[src/rtl/mem_access_stage.sv]
// rtl/mem_access_stage.sv - RV32I memory-access stage with req/ack data-memory port
//
// Purpose: takes the EX-stage record (ALU result, store data, op code, rd),
// performs loads/stores over a request/acknowledge data-memory port, stalls
// upstream while an access is outstanding and emits one write-back record
// (or an error pulse) per instruction.
//
// Ports:
//   clk, rst                      clock, synchronous active-high reset
//   ex_valid, ex_ctrl, ex_alu_c,  EX record: valid, {instr[30],funct3,opcode},
//   ex_rs2, ex_pc4, ex_rd         ALU result/address, store data, PC+4, rd
//   stall                         upstream must hold ex_* stable
//   dmem_req/we/addr/wdata/be     data-memory request (word address, lanes)
//   dmem_ack, dmem_rdata          completion and read word (same cycle)
//   wb_valid/we/rd/data           registered write-back record pulse
//   mem_err                       registered pulse: misaligned/illegal/timeout
module mem_access_stage #(
  parameter int TIMEOUT = 16
) (
  input  logic        clk,
  input  logic        rst,
  input  logic        ex_valid,
  input  logic [10:0] ex_ctrl,
  input  logic [31:0] ex_alu_c,
  input  logic [31:0] ex_rs2,
  input  logic [31:0] ex_pc4,
  input  logic [4:0]  ex_rd,
  output logic        stall,
  output logic        dmem_req,
  output logic        dmem_we,
  output logic [31:0] dmem_addr,
  output logic [31:0] dmem_wdata,
  output logic [3:0]  dmem_be,
  input  logic        dmem_ack,
  input  logic [31:0] dmem_rdata,
  output logic        wb_valid,
  output logic        wb_we,
  output logic [4:0]  wb_rd,
  output logic [31:0] wb_data,
  output logic        mem_err
);

  typedef enum logic {S_IDLE = 1'b0, S_WAIT = 1'b1} state_t;

  localparam logic [6:0] OP_LOAD   = 7'b0000011;
  localparam logic [6:0] OP_STORE  = 7'b0100011;
  localparam logic [6:0] OP_BRANCH = 7'b1100011;
  localparam logic [6:0] OP_JAL    = 7'b1101111;
  localparam logic [6:0] OP_JALR   = 7'b1100111;

  state_t      state_q, state_d;
  logic [31:0] cnt_q, cnt_d;
  logic        is_load_q, is_load_d;
  logic [2:0]  f3_q, f3_d;
  logic [1:0]  off_q, off_d;
  logic [4:0]  rd_q, rd_d;
  logic        dmem_we_q, dmem_we_d;
  logic [31:0] dmem_addr_q, dmem_addr_d;
  logic [31:0] dmem_wdata_q, dmem_wdata_d;
  logic [3:0]  dmem_be_q, dmem_be_d;
  logic        wb_valid_q, wb_valid_d;
  logic        wb_we_q, wb_we_d;
  logic [4:0]  wb_rd_q, wb_rd_d;
  logic [31:0] wb_data_q, wb_data_d;
  logic        mem_err_q, mem_err_d;

  // instr[30] has no meaning in this stage
  logic unused_ok;
  assign unused_ok = ex_ctrl[10];

  // ---------------------------------------------------------------------------
  // EX record decode
  // ---------------------------------------------------------------------------
  logic [6:0]  opc;
  logic [2:0]  f3;
  logic        is_load, is_store, is_branch, is_jump, is_mem;
  logic        legal, aligned, mem_ok;
  logic [3:0]  st_be;
  logic [31:0] st_wdata;

  assign opc       = ex_ctrl[6:0];
  assign f3        = ex_ctrl[9:7];
  assign is_load   = (opc == OP_LOAD);
  assign is_store  = (opc == OP_STORE);
  assign is_branch = (opc == OP_BRANCH);
  assign is_jump   = (opc == OP_JAL) || (opc == OP_JALR);
  assign is_mem    = is_load || is_store;

  always_comb begin
    legal = 1'b0;
    if (is_load) begin
      legal = (f3 == 3'b000) || (f3 == 3'b001) || (f3 == 3'b010) ||
              (f3 == 3'b100) || (f3 == 3'b101);
    end else if (is_store) begin
      legal = (f3 == 3'b000) || (f3 == 3'b001) || (f3 == 3'b010);
    end
  end

  // funct3[1:0] encodes access size for both loads and stores
  always_comb begin
    case (f3[1:0])
      2'b01:   aligned = (ex_alu_c[0] == 1'b0);
      2'b10:   aligned = (ex_alu_c[1:0] == 2'b00);
      default: aligned = 1'b1;
    endcase
  end

  assign mem_ok = legal && aligned;

  always_comb begin
    case (f3[1:0])
      2'b00: begin
        st_be    = 4'b0001 << ex_alu_c[1:0];
        st_wdata = {4{ex_rs2[7:0]}};
      end
      2'b01: begin
        st_be    = ex_alu_c[1] ? 4'b1100 : 4'b0011;
        st_wdata = {2{ex_rs2[15:0]}};
      end
      default: begin
        st_be    = 4'b1111;
        st_wdata = ex_rs2;
      end
    endcase
  end

  // ---------------------------------------------------------------------------
  // Load extraction from the returned word
  // ---------------------------------------------------------------------------
  logic [31:0] rd_shift;
  logic [31:0] ld_data;

  assign rd_shift = dmem_rdata >> {off_q, 3'b000};

  always_comb begin
    case (f3_q[1:0])
      2'b00:   ld_data = f3_q[2] ? {24'h0, rd_shift[7:0]}
                                 : {{24{rd_shift[7]}}, rd_shift[7:0]};
      2'b01:   ld_data = f3_q[2] ? {16'h0, rd_shift[15:0]}
                                 : {{16{rd_shift[15]}}, rd_shift[15:0]};
      default: ld_data = dmem_rdata;
    endcase
  end

  // Counter value after this WAIT cycle equals TIMEOUT -> abort now, so the
  // registered mem_err lands TIMEOUT cycles after the request rose.
  logic timeout_hit;
  assign timeout_hit = (TIMEOUT != 0) && ((cnt_q + 32'd1) == 32'(TIMEOUT));

  // ---------------------------------------------------------------------------
  // State register
  // ---------------------------------------------------------------------------
  always_ff @(posedge clk) begin
    if (rst) begin
      state_q      <= S_IDLE;
      cnt_q        <= 32'd0;
      is_load_q    <= 1'b0;
      f3_q         <= 3'd0;
      off_q        <= 2'd0;
      rd_q         <= 5'd0;
      dmem_we_q    <= 1'b0;
      dmem_addr_q  <= 32'd0;
      dmem_wdata_q <= 32'd0;
      dmem_be_q    <= 4'd0;
      wb_valid_q   <= 1'b0;
      wb_we_q      <= 1'b0;
      wb_rd_q      <= 5'd0;
      wb_data_q    <= 32'd0;
      mem_err_q    <= 1'b0;
    end else begin
      state_q      <= state_d;
      cnt_q        <= cnt_d;
      is_load_q    <= is_load_d;
      f3_q         <= f3_d;
      off_q        <= off_d;
      rd_q         <= rd_d;
      dmem_we_q    <= dmem_we_d;
      dmem_addr_q  <= dmem_addr_d;
      dmem_wdata_q <= dmem_wdata_d;
      dmem_be_q    <= dmem_be_d;
      wb_valid_q   <= wb_valid_d;
      wb_we_q      <= wb_we_d;
      wb_rd_q      <= wb_rd_d;
      wb_data_q    <= wb_data_d;
      mem_err_q    <= mem_err_d;
    end
  end

  // ---------------------------------------------------------------------------
  // Next-state logic
  // ---------------------------------------------------------------------------
  always_comb begin
    state_d = state_q;
    cnt_d   = 32'd0;
    case (state_q)
      S_IDLE: begin
        if (ex_valid && is_mem && mem_ok) begin
          state_d = S_WAIT;
        end
      end
      S_WAIT: begin
        // ack takes priority over a coincident timeout
        if (dmem_ack || timeout_hit) begin
          state_d = S_IDLE;
        end else begin
          cnt_d = cnt_q + 32'd1;
        end
      end
      default: state_d = S_IDLE;
    endcase
  end

  // ---------------------------------------------------------------------------
  // Output / datapath logic
  // ---------------------------------------------------------------------------
  always_comb begin
    is_load_d    = is_load_q;
    f3_d         = f3_q;
    off_d        = off_q;
    rd_d         = rd_q;
    dmem_we_d    = dmem_we_q;
    dmem_addr_d  = dmem_addr_q;
    dmem_wdata_d = dmem_wdata_q;
    dmem_be_d    = dmem_be_q;
    wb_valid_d   = 1'b0;
    wb_we_d      = 1'b0;
    wb_rd_d      = 5'd0;
    wb_data_d    = 32'd0;
    mem_err_d    = 1'b0;
    case (state_q)
      S_IDLE: begin
        if (ex_valid) begin
          if (!is_mem) begin
            wb_valid_d = 1'b1;
            wb_we_d    = !is_branch && (ex_rd != 5'd0);
            wb_rd_d    = ex_rd;
            wb_data_d  = is_jump ? ex_pc4 : ex_alu_c;
          end else if (!mem_ok) begin
            mem_err_d = 1'b1;
          end else begin
            is_load_d    = is_load;
            f3_d         = f3;
            off_d        = ex_alu_c[1:0];
            rd_d         = ex_rd;
            dmem_we_d    = is_store;
            dmem_addr_d  = {ex_alu_c[31:2], 2'b00};
            dmem_wdata_d = is_store ? st_wdata : 32'd0;
            dmem_be_d    = is_store ? st_be : 4'b1111;
          end
        end
      end
      S_WAIT: begin
        if (dmem_ack) begin
          wb_valid_d = 1'b1;
          wb_we_d    = is_load_q && (rd_q != 5'd0);
          wb_rd_d    = rd_q;
          wb_data_d  = ld_data;
        end else if (timeout_hit) begin
          mem_err_d = 1'b1;
        end
        // clear the request fields so the port reads as zero while idle
        if (dmem_ack || timeout_hit) begin
          dmem_we_d    = 1'b0;
          dmem_addr_d  = 32'd0;
          dmem_wdata_d = 32'd0;
          dmem_be_d    = 4'd0;
        end
      end
      default: ;
    endcase
  end

  assign stall      = (state_q == S_WAIT);
  assign dmem_req   = (state_q == S_WAIT);
  assign dmem_we    = dmem_we_q;
  assign dmem_addr  = dmem_addr_q;
  assign dmem_wdata = dmem_wdata_q;
  assign dmem_be    = dmem_be_q;
  assign wb_valid   = wb_valid_q;
  assign wb_we      = wb_we_q;
  assign wb_rd      = wb_rd_q;
  assign wb_data    = wb_data_q;
  assign mem_err    = mem_err_q;

endmodule

[config.mk]
export PLATFORM = sky130hd
export DESIGN_NAME = mem_access_stage
export DESIGN_NICKNAME = d
export VERILOG_FILES = /design/src/rtl/mem_access_stage.sv
export SDC_FILE = /design/constraint.sdc
export NUM_CORES = 1
export LEC_CHECK = 0
export ABC_CLOCK_PERIOD_IN_PS = 2600
export BUFFER_PORTS_ARGS = -buffer_cell sky130_fd_sc_hd__buf_2
export CAP_MARGIN = 20
export CORE_MARGIN = 2
export CORE_UTILIZATION = 46
export CTS_BUF_LIST = sky130_fd_sc_hd__clkbuf_16
export DETAILED_ROUTE_END_ITERATION = 7
export PLACE_DENSITY = 0.77
export SLEW_MARGIN = 20
export SYNTH_ARGS = -nofsm -noshare
export SYNTH_HDL_FRONTEND = slang
export SYNTH_SLANG_ARGS = --single-unit
[constraint.sdc]
create_clock -name clk -period 2.6 [get_ports clk]
set_input_delay 0.39 -clock clk [delete_from_list [all_inputs] [get_ports clk]]
set_output_delay 0.39 -clock clk [all_outputs]
set_load 0.02 [all_outputs]
== Yosys cells after proc, flatten, opt, wreduce, memory -nomap -nowiden ==
Index checks and enable logic that the tools add are counted.
Word-level totals
  input port bits: 148
  word-level logic and storage cells: 115
  output and inout bits: 111
  register bits after elaboration: 153
Operators by class
  shifts and indexed selects: 2
  bitwise gates (word level): 2
  multiplexer cells: 56
  $add $sub $neg: 1
  equality and inequality tests: 17
  reductions and logical operators: 22
Operator list (count)
  $mux W32: 14
  $pmux W32 S2: 5
  $add A32 B1 Y32 const B: 1
  $eq A32 B5 Y1 const B: 1
  $shr A32 B5 Y16: 1
  $mux W4: 6
  $eq A7 B7 Y1 const B: 3
  $mux W1: 19
  $pmux W4 S2: 2
  $mux W5: 3
  $pmux W1 S2: 6
  $pmux W5 S2: 1
  $reduce_bool A5 Y1: 2
  $reduce_and A4 Y1: 2
  $eq A7 B2 Y1 const B: 1
  $eq A7 B6 Y1 const B: 1
  $logic_or A1 B1 Y1: 7
  $eq A3 B3 Y1 const B: 2
  $logic_not A2 Y1: 3
  $ne A2 B2 Y1 const B: 3
  $logic_and A1 B1 Y1: 5
  $eq A2 B1 Y1 const B: 2
  $shl A1 B2 Y4 const A: 1
  $eq A3 B1 Y1 const B: 1
  other kinds (7): 8

== Longest topological paths before layout ==
Gate-level depths: netlist (run 1).
  word-level depth: 11
  gate-level depth with buffers: 13

== Least setup slack after synthesis (run 1) ==
OpenSTA, ideal clock, no wires.
  path type: input port to flip-flop
  start point: input ex_ctrl[8]
  end point: register off_q[0]
  setup time: 0.128 ns
  arrival: 2.707 ns
  stages on the path: 12
  path slack: -0.234 ns
  required time: 2.472 ns
  path through: clkbuf_1 inv_1 ha_1 clkbuf_1 nor2b_1 a2bb2oi_1 o211ai_1 or3_1 clkbuf_1 buf_1 mux2i_1 nor2_1
Between the ends
  cells in the longest elaborated chain, start to end: 8
  elaborated cells between the ends (all ways): 16
RTL lines
  from (decl): line 23  | input logic [10:0] ex_ctrl,
  $eq A3 B1 Y1 or $logic_not A3 Y1 (tied branches): line 92, 95
  $logic_or A1 B1 Y1 (2 in a row): line 92, 95
  $logic_or A1 B1 Y1: line 92  | legal = (f3 == 3'b000) || (f3 == 3'b001) || (f3 == 3'b010) ||
  $logic_or A1 B1 Y1: line 93  | (f3 == 3'b100) || (f3 == 3'b101);
  $mux W1: line 91  | if (is_load) begin
  $logic_and A1 B1 Y1 *: line 108  | assign mem_ok = legal && aligned;
  $reduce_and A4 Y1 (no source line) *
  to (signal assigned): line 159  | off_q <= 2'd0;
  to (signal assigned): line 175  | off_q <= off_d;
  to (decl): line 55  | logic [1:0] off_q, off_d;
Every way passes the cells marked *; elsewhere a longest branch is shown, timed or not.
A chain may end at the register's enable or synchronous reset.

== Worst setup path after layout (run 1) ==
  start point: register cnt_q[0]
  end point: register dmem_wdata_q[19] (netlist: dmem_wdata[19])
Between the ends
  cells in the longest elaborated chain, start to end: 5
RTL lines
  from (decl): line 52  | logic [31:0] cnt_q, cnt_d;
  from (signal assigned): line 172  | cnt_q <= cnt_d;
  $add A32 B1 Y32: line 148  | assign timeout_hit = (TIMEOUT != 0) && ((cnt_q + 32'd1) == 32'(TIMEOUT));
  $eq A32 B5 Y1: line 148
  $logic_or A1 B1 Y1: line 262  | if (dmem_ack || timeout_hit) begin
  $ne A2 B1 Y1 (no source line)
  $reduce_and A4 Y1 (no source line)
  to (signal assigned): line 179  | dmem_wdata_q <= dmem_wdata_d;
  to (decl): line 59  | logic [31:0] dmem_wdata_q, dmem_wdata_d;
Every way passes these cells.

==> impl_metrics.json, run 1 <==
{
  "status": "finished with violations",
  "violations": "negative setup slack",
  "hold_ws_ns": 0.171,
  "ys_top_cells_by_area": "dfxtp_1, nand4b_1, nand2_1",
  "worst_pin_slew_ns": 1.01,
  "hold_path_depth": 3,
  "comb_power_share": 0.095,
  "worstPathArrival_ns": 2.94,
  "route.met2.wl_microns": 13800,
  "setup_slack_ns": -0.0189,
  "yosysWarningCount": 0,
  "crit_fanout": 9,
  "drt_wl_total_microns": 29300,
  "avgSynthCellArea_sq_um": 7.99,
  "finClkSkew_ns": 0.00657,
  "port-buffer-count": 255,
  "clk_latency_ns": 0.44,
  "area_delta_synth_final_pct": 38.1,
  "die_h_microns": 135,
  "stdcell_area_sq_um": 10900,
  "ys_seq_area_frac": 0.382,
  "min_period_ns": 2.62,
  "setup_viol": 12,
  "crit_path_max_incr_delay_ns": 0.43,
  "switching_power_mw": 1.26,
  "slew_viol_final": 0,
  "grt_pass1_vias": 8129,
  "via_per_inst": 5.92,
  "clkPwrFrac": 0.442,
  "n_fill_cell": 1388,
  "utilization": 0.654,
  "core.rowCount": 47,
  "slew-limit-headroom": 0.326,
  "placed_cell_area_sq_um": 9690,
  "nNetsFinal": 1418,
  "worstPathCellList": "buf_4, nand3_4, buf_4, nand3b_1, a2111o_1, a211oi_1, nand4_1, nor4_4, buf_6, clkbuf_16, o22ai_1",
  "intPower_mw": 3.82,
  "die_w_microns": 135,
  "hold_viol_final": 0,
  "initial_utilization": 0.474,
  "vias": 8873,
  "synth_cell_types": 66,
  "wl_per_cell_microns": 19.5,
  "numCtsBuffers": 17,
  "synth_edf_count": 0,
  "p_leak_nw": 4.65,
  "async_reset_ff_frac": 0,
  "cpMostUsedCell": "buf_4",
  "p_total_mw": 5.08,
  "die_area_sq_um": 18300,
  "gp_congestion": 0.992,
  "ir_drop_uv": 506,
  "ys_ff_latch": 151,
  "yosysMostFrequentCell": "dfxtp_1",
  "cts_max_level": 4,
  "clock_path_buffers": 2,
  "synth_commonest_cells": "dfxtp_1, nand2_1, a21oi_1, nor2_1, nand4b_1",
  "synth.top_cell.area_share": 0.382,
  "hp-class": "in2reg",
  "grt_pass1_wl_microns": 42600,
  "power_density_nw_per_um2": 465,
  "met1_length_microns": 11500,
  "synth-main-ff-cell": "dfxtp_1",
  "place_hpwl_microns": 20000,
  "dp_worst_setup_slack_ns": -0.169,
  "clk_pin_slew_ns": 0.06,
  "max_freq_ghz": 0.382,
  "drv_cap": 0,
  "top_layer": "met4",
  "worst_setup_path_start_kind": "register",
  "reg2reg_depth": 11,
  "ant_nets": 0,
  "cpMaxStageDelayCell": "a2111o_1",
  "tritoncts": "built",
  "antenna_found_initial": 1,
  "ioPinCount": 259,
  "clockRootBuffer": "clkbuf_16",
  "swShare": 0.248,
  "drive_gt1_frac": 0.367,
  "grtUsageTotal": 0.295,
  "p_seq_frac": 0.462,
  "syn_area_sq_um": 7910,
  "grt_max_degree": 51,
  "first_pass_iters": 5,
  "yosysTopAreaCell": "dfxtp_1",
  "cts.sinks": 151,
  "cp-end-kind": "register",
  "drc_errors": 0,
  "wl_met3_microns": 2590,
  "critPathRequiredTime_ns": 2.92,
  "grt_setup_unrepaired": "true",
  "period_share": 1.01,
  "overflow": 0,
  "worstSetupPathType": "reg2reg",
  "synth_cells": 991,
  "initialDrtViolationCount": 845,
  "core-area_sq_um": 16700
}
worst max-delay path, delay by kind of cell, from the launching register on:
family	cells	cell delay (ns)
compound gates	3	0.77
buf+inv	4	0.74
simple gates	4	0.62
flops	1	0.33
what timing repair did:
| item | in CTS | in global routing |
|---|---|---|
| resized for setup | 25 | 112 |
| endpoints found under the setup margin | 85 | 108 |
| buffers inserted | 5 | 2 |
| pin swaps | 10 | 31 |
| cloned | 2 | 7 |
| hold buffers | 0 | 0 |
power groups by stage:
stage	sequential, mW	combinational (mW)	clock, mW
global placement	2.40	0.464	0
global route	2.35	0.518	2.37
floorplan	2.43	0.191	0
finish	2.35	0.485	2.25
CTS	2.35	0.468	2.26
detailed placement	2.40	0.466	0
per-layer routing:
| layer | track usage | up-vias |
|---|---|---|
| met3 | 0.0733 | 88 |
| met5 | 0 | - |
| met1 | 0.367 | 4169 |
| li1 | - | 4117 |
| met4 | 0.161 | 0 |
| met2 | 0.472 | 499 |
cells by family (layout without fill, tap and decap cells):
| logic type | after synthesis | in the layout | synth area share |
|---|---|---|---|
| buffers and inverters | 111 | 396 | 0.0629 |
| AO/OA/AOI/OAI | 234 | 234 | 0.182 |
| other | 1 | 3 | 0.000474 |
| multiplexers | 27 | 27 | 0.0362 |
| flip-flops | 151 | 151 | 0.382 |
| adder cells (fa/ha/maj) | 4 | 4 | 0.00632 |
| AND/OR/NAND/NOR | 431 | 431 | 0.295 |
| XOR/XNOR | 32 | 32 | 0.0354 |
layout make-up:
type,instances,area (sq um),area share
clock buffers,17,425,0.0389
multi-input cells,730,4840,0.442
diodes,1,2.50,0.000229
clock inverters,13,95.1,0.00870
well taps,220,275,0.0252
inverters,17,63.8,0.00584
repair buffers,349,2200,0.201
flip-flops and latches,151,3030,0.277
worst paths after layout:
kind	start	end	slack (ns)
worst min-delay path	ex_alu_c[27]	dmem_addr[27]	0.17
worst max-delay path	cnt_q[0]	dmem_wdata[19]	-0.02
worst min register to register	dmem_addr[27]	dmem_addr[27]	0.49
worst max register to register	cnt_q[0]	dmem_wdata[19]	-0.02
per-stage QoR:
step	TNS, ns	std cells
CTS	0	1488
global placement	-2.79	1451
floorplan	0	992
global route	-8.57	1498
finish	-0.144	1498
detailed placement	-4.99	1451
sequential cells by signal (all words and copies together), names as in the netlist:
register	flops
cnt_q	32
dmem_wdata	32
wb_data	32
dmem_addr	30
rd_q	5
wb_rd	5
dmem_be	4
f3_q	3
off_q	2
dmem_req	1
dmem_we	1
is_load_q	1
mem_err	1
wb_valid	1
wb_we	1
cell usage in the layout (no fill, tap or decap), drive strengths merged, types with 4 or more instances in the layout:
master	synthesis	final
nand2	138	138
a221o	7	7
buf	28	344
nor2	82	82
nor3b	5	5
nor4	8	8
a22oi	14	14
and2	5	5
nand3	20	20
inv	17	20
xor2	15	15
nand4	16	16
o211ai	4	4
dfxtp	151	151
nand2b	20	20
o22ai	34	34
o21ai	51	51
o221ai	6	6
clkinv	0	5
a21oi	87	87
nand4b	67	67
nor3	39	39
a22o	9	9
mux2i	23	23
nor2b	6	6
ha	4	4
clkbuf	66	22
xnor2	17	17
clkinvlp	0	4
and3	8	8
Note: power is estimated with default switching activity, not from simulation.
==> run 2, diff against run 1 <==
- TNS_END_PERCENT: default -> 10
==> impl_metrics.json, run 2 (synthesis results as in run 1) <==
{
  "antenna_found_initial": 1,
  "drt_wl_total_microns": 28700,
  "dp_worst_setup_slack_ns": -0.0797,
  "hp-class": "in2reg",
  "ant_nets": 0,
  "cts.sinks": 151,
  "p_seq_frac": 0.443,
  "p_leak_nw": 4.56,
  "grt_pass1_wl_microns": 42900,
  "core.rowCount": 47,
  "gr-usage-met3": 0.0789,
  "area_delta_synth_final_pct": 34.3,
  "power_density_nw_per_um2": 498,
  "cp-end-kind": "register",
  "place_hpwl_microns": 19900,
  "finClkSkew_ns": 0.0105,
  "status": "finished with violations",
  "port-buffer-count": 255,
  "layout_commonest_cell": "buf_2",
  "max_freq_ghz": 0.364,
  "initialDrtViolationCount": 708,
  "clk_latency_ns": 0.44,
  "gp_congestion": 0.967,
  "tritoncts": "built",
  "worstSetupPathType": "reg2reg",
  "hold_viol_final": 0,
  "period_share": 1.06,
  "grt_max_degree": 52,
  "clkPwrFrac": 0.467,
  "min_period_ns": 2.75,
  "swShare": 0.264,
  "overflow": 0,
  "comb_power_share": 0.090,
  "worstPathCellList": "nand4_1, buf_4, or3_4, nor3_4, a31o_2, nand4_2, nor4_4, bufbuf_16, o22ai_1",
  "drc_errors": 0,
  "setup_slack_ns": -0.150,
  "crit_family": "simple AND/OR/NAND/NOR gates",
  "gr-usage-met2": 0.491,
  "setup_viol": 92,
  "worstPathArrival_ns": 3.06,
  "first_pass_iters": 5,
  "ioPinCount": 259,
  "clock_path_buffers": 2,
  "busiest_layer": "met2",
  "cpMaxStageDelayCell": "bufbuf_16",
  "drv_cap": 0,
  "final_cell_mix": "buf_2, dfxtp_1, nand2_1, a21oi_1, nor2_1",
  "nNetsFinal": 1410,
  "hold_ws_ns": 0.175,
  "ir_drop_uv": 476,
  "crit_fanout": 33,
  "grt_setup_unrepaired": "true",
  "grtUsageMet1": 0.359,
  "worst_setup_path_start_kind": "register",
  "rrSetupSlack_ns": -0.15,
  "intPower_mw": 3.89,
  "violations": "negative setup slack",
  "numCtsBuffers": 17,
  "switching_power_mw": 1.40,
  "setup_tns_ns": -9.47,
  "crit_path_max_incr_delay_ns": 0.40,
  "crit_buf_inv": 2,
  "die_h_microns": 135,
  "die_area_sq_um": 18300,
  "grtUsageTotal": 0.298,
  "grt_pass1_vias": 8176,
  "clockRootBuffer": "clkbuf_16",
  "slew-limit-headroom": 0.388,
  "drive_gt1_frac": 0.335,
  "die_w_microns": 135,
  "cts_hold_buffers": 0,
  "initial_utilization": 0.474,
  "worst_pin_slew_ns": 0.915,
  "clk_pin_slew_ns": 0.07,
  "critPathRequiredTime_ns": 2.91,
  "vias": 8796,
  "wl_per_cell_microns": 19.2,
  "cts_max_level": 4,
  "via_per_inst": 5.90,
  "slew_viol_final": 0,
  "core-area_sq_um": 16700
}
[run 2: path summary, 6_finish.rpt]
path         depth (start not counted)        endpoint          start
max                                  9  dmem_wdata[21]       cnt_q[8]
min                                  3    dmem_addr[8]    ex_alu_c[8]
min reg2reg                          2   dmem_addr[31]  dmem_addr[31]
max reg2reg                          9  dmem_wdata[21]       cnt_q[8]
[run 2: area by class of cell]
| cell class | count | area [sq um] |
|---|---|---|
| Clock buffer | 17 | 425 |
| Sequential cell | 151 | 3040 |
| Inverter | 17 | 63.8 |
| Multi-Input combinational cell | 730 | 4620 |
| Clock inverter | 15 | 155 |
| Fill cell | 1430 | 6070 |
| Tap cell | 220 | 275 |
| Timing Repair Buffer | 341 | 2040 |
| Antenna cell | 1 | 2.50 |
[run 2: power groups by stage]
stage / sequential (mW) / combinational [mW] / clock [mW]
floorplan: 2.43 / 0.191 / 0
finish: 2.34 / 0.476 / 2.47
global placement: 2.40 / 0.463 / 0
detailed placement: 2.40 / 0.467 / 0
global route: 2.34 / 0.508 / 2.59
CTS: 2.35 / 0.469 / 2.50
[run 2: worst reg2reg max path, stage by stage (launching register included)]
cell and delay [ns]:
dfxtp_4 0.39, nand4_1 0.25, buf_4 0.24, or3_4 0.34, nor3_4 0.16, a31o_2 0.19, nand4_2 0.16, nor4_4 0.39
bufbuf_16 0.40, o22ai_1 0.12
[run 2: what timing repair did]
action                                  CTS  global route
gates resized for setup                  11            46
pin swaps                                 5            17
setup buffers                             3             7
cloned                                    2             1
endpoints found under the setup margin   82            93
[run 2: per-stage QoR]
stage                     cell area [sq um]  cells  total power, mW  utilization
after CTS                             10400   1483             5.31        0.620
after global placement                 9640   1446             2.86        0.577
after floorplan                        7920    992             2.62            -
final                                 10600   1492             5.29        0.636
after detailed placement               9640   1446             2.87        0.577
after global routing                  10600   1492             5.44        0.636
[run 2: metal layers]
layer,wire (microns),up-vias,share of wire
met1,10900,4103,0.38
met2,13700,504,0.48
met4,1310,0,0.046
li1,-,4094,-
met5,0,-,0
met3,2760,95,0.096
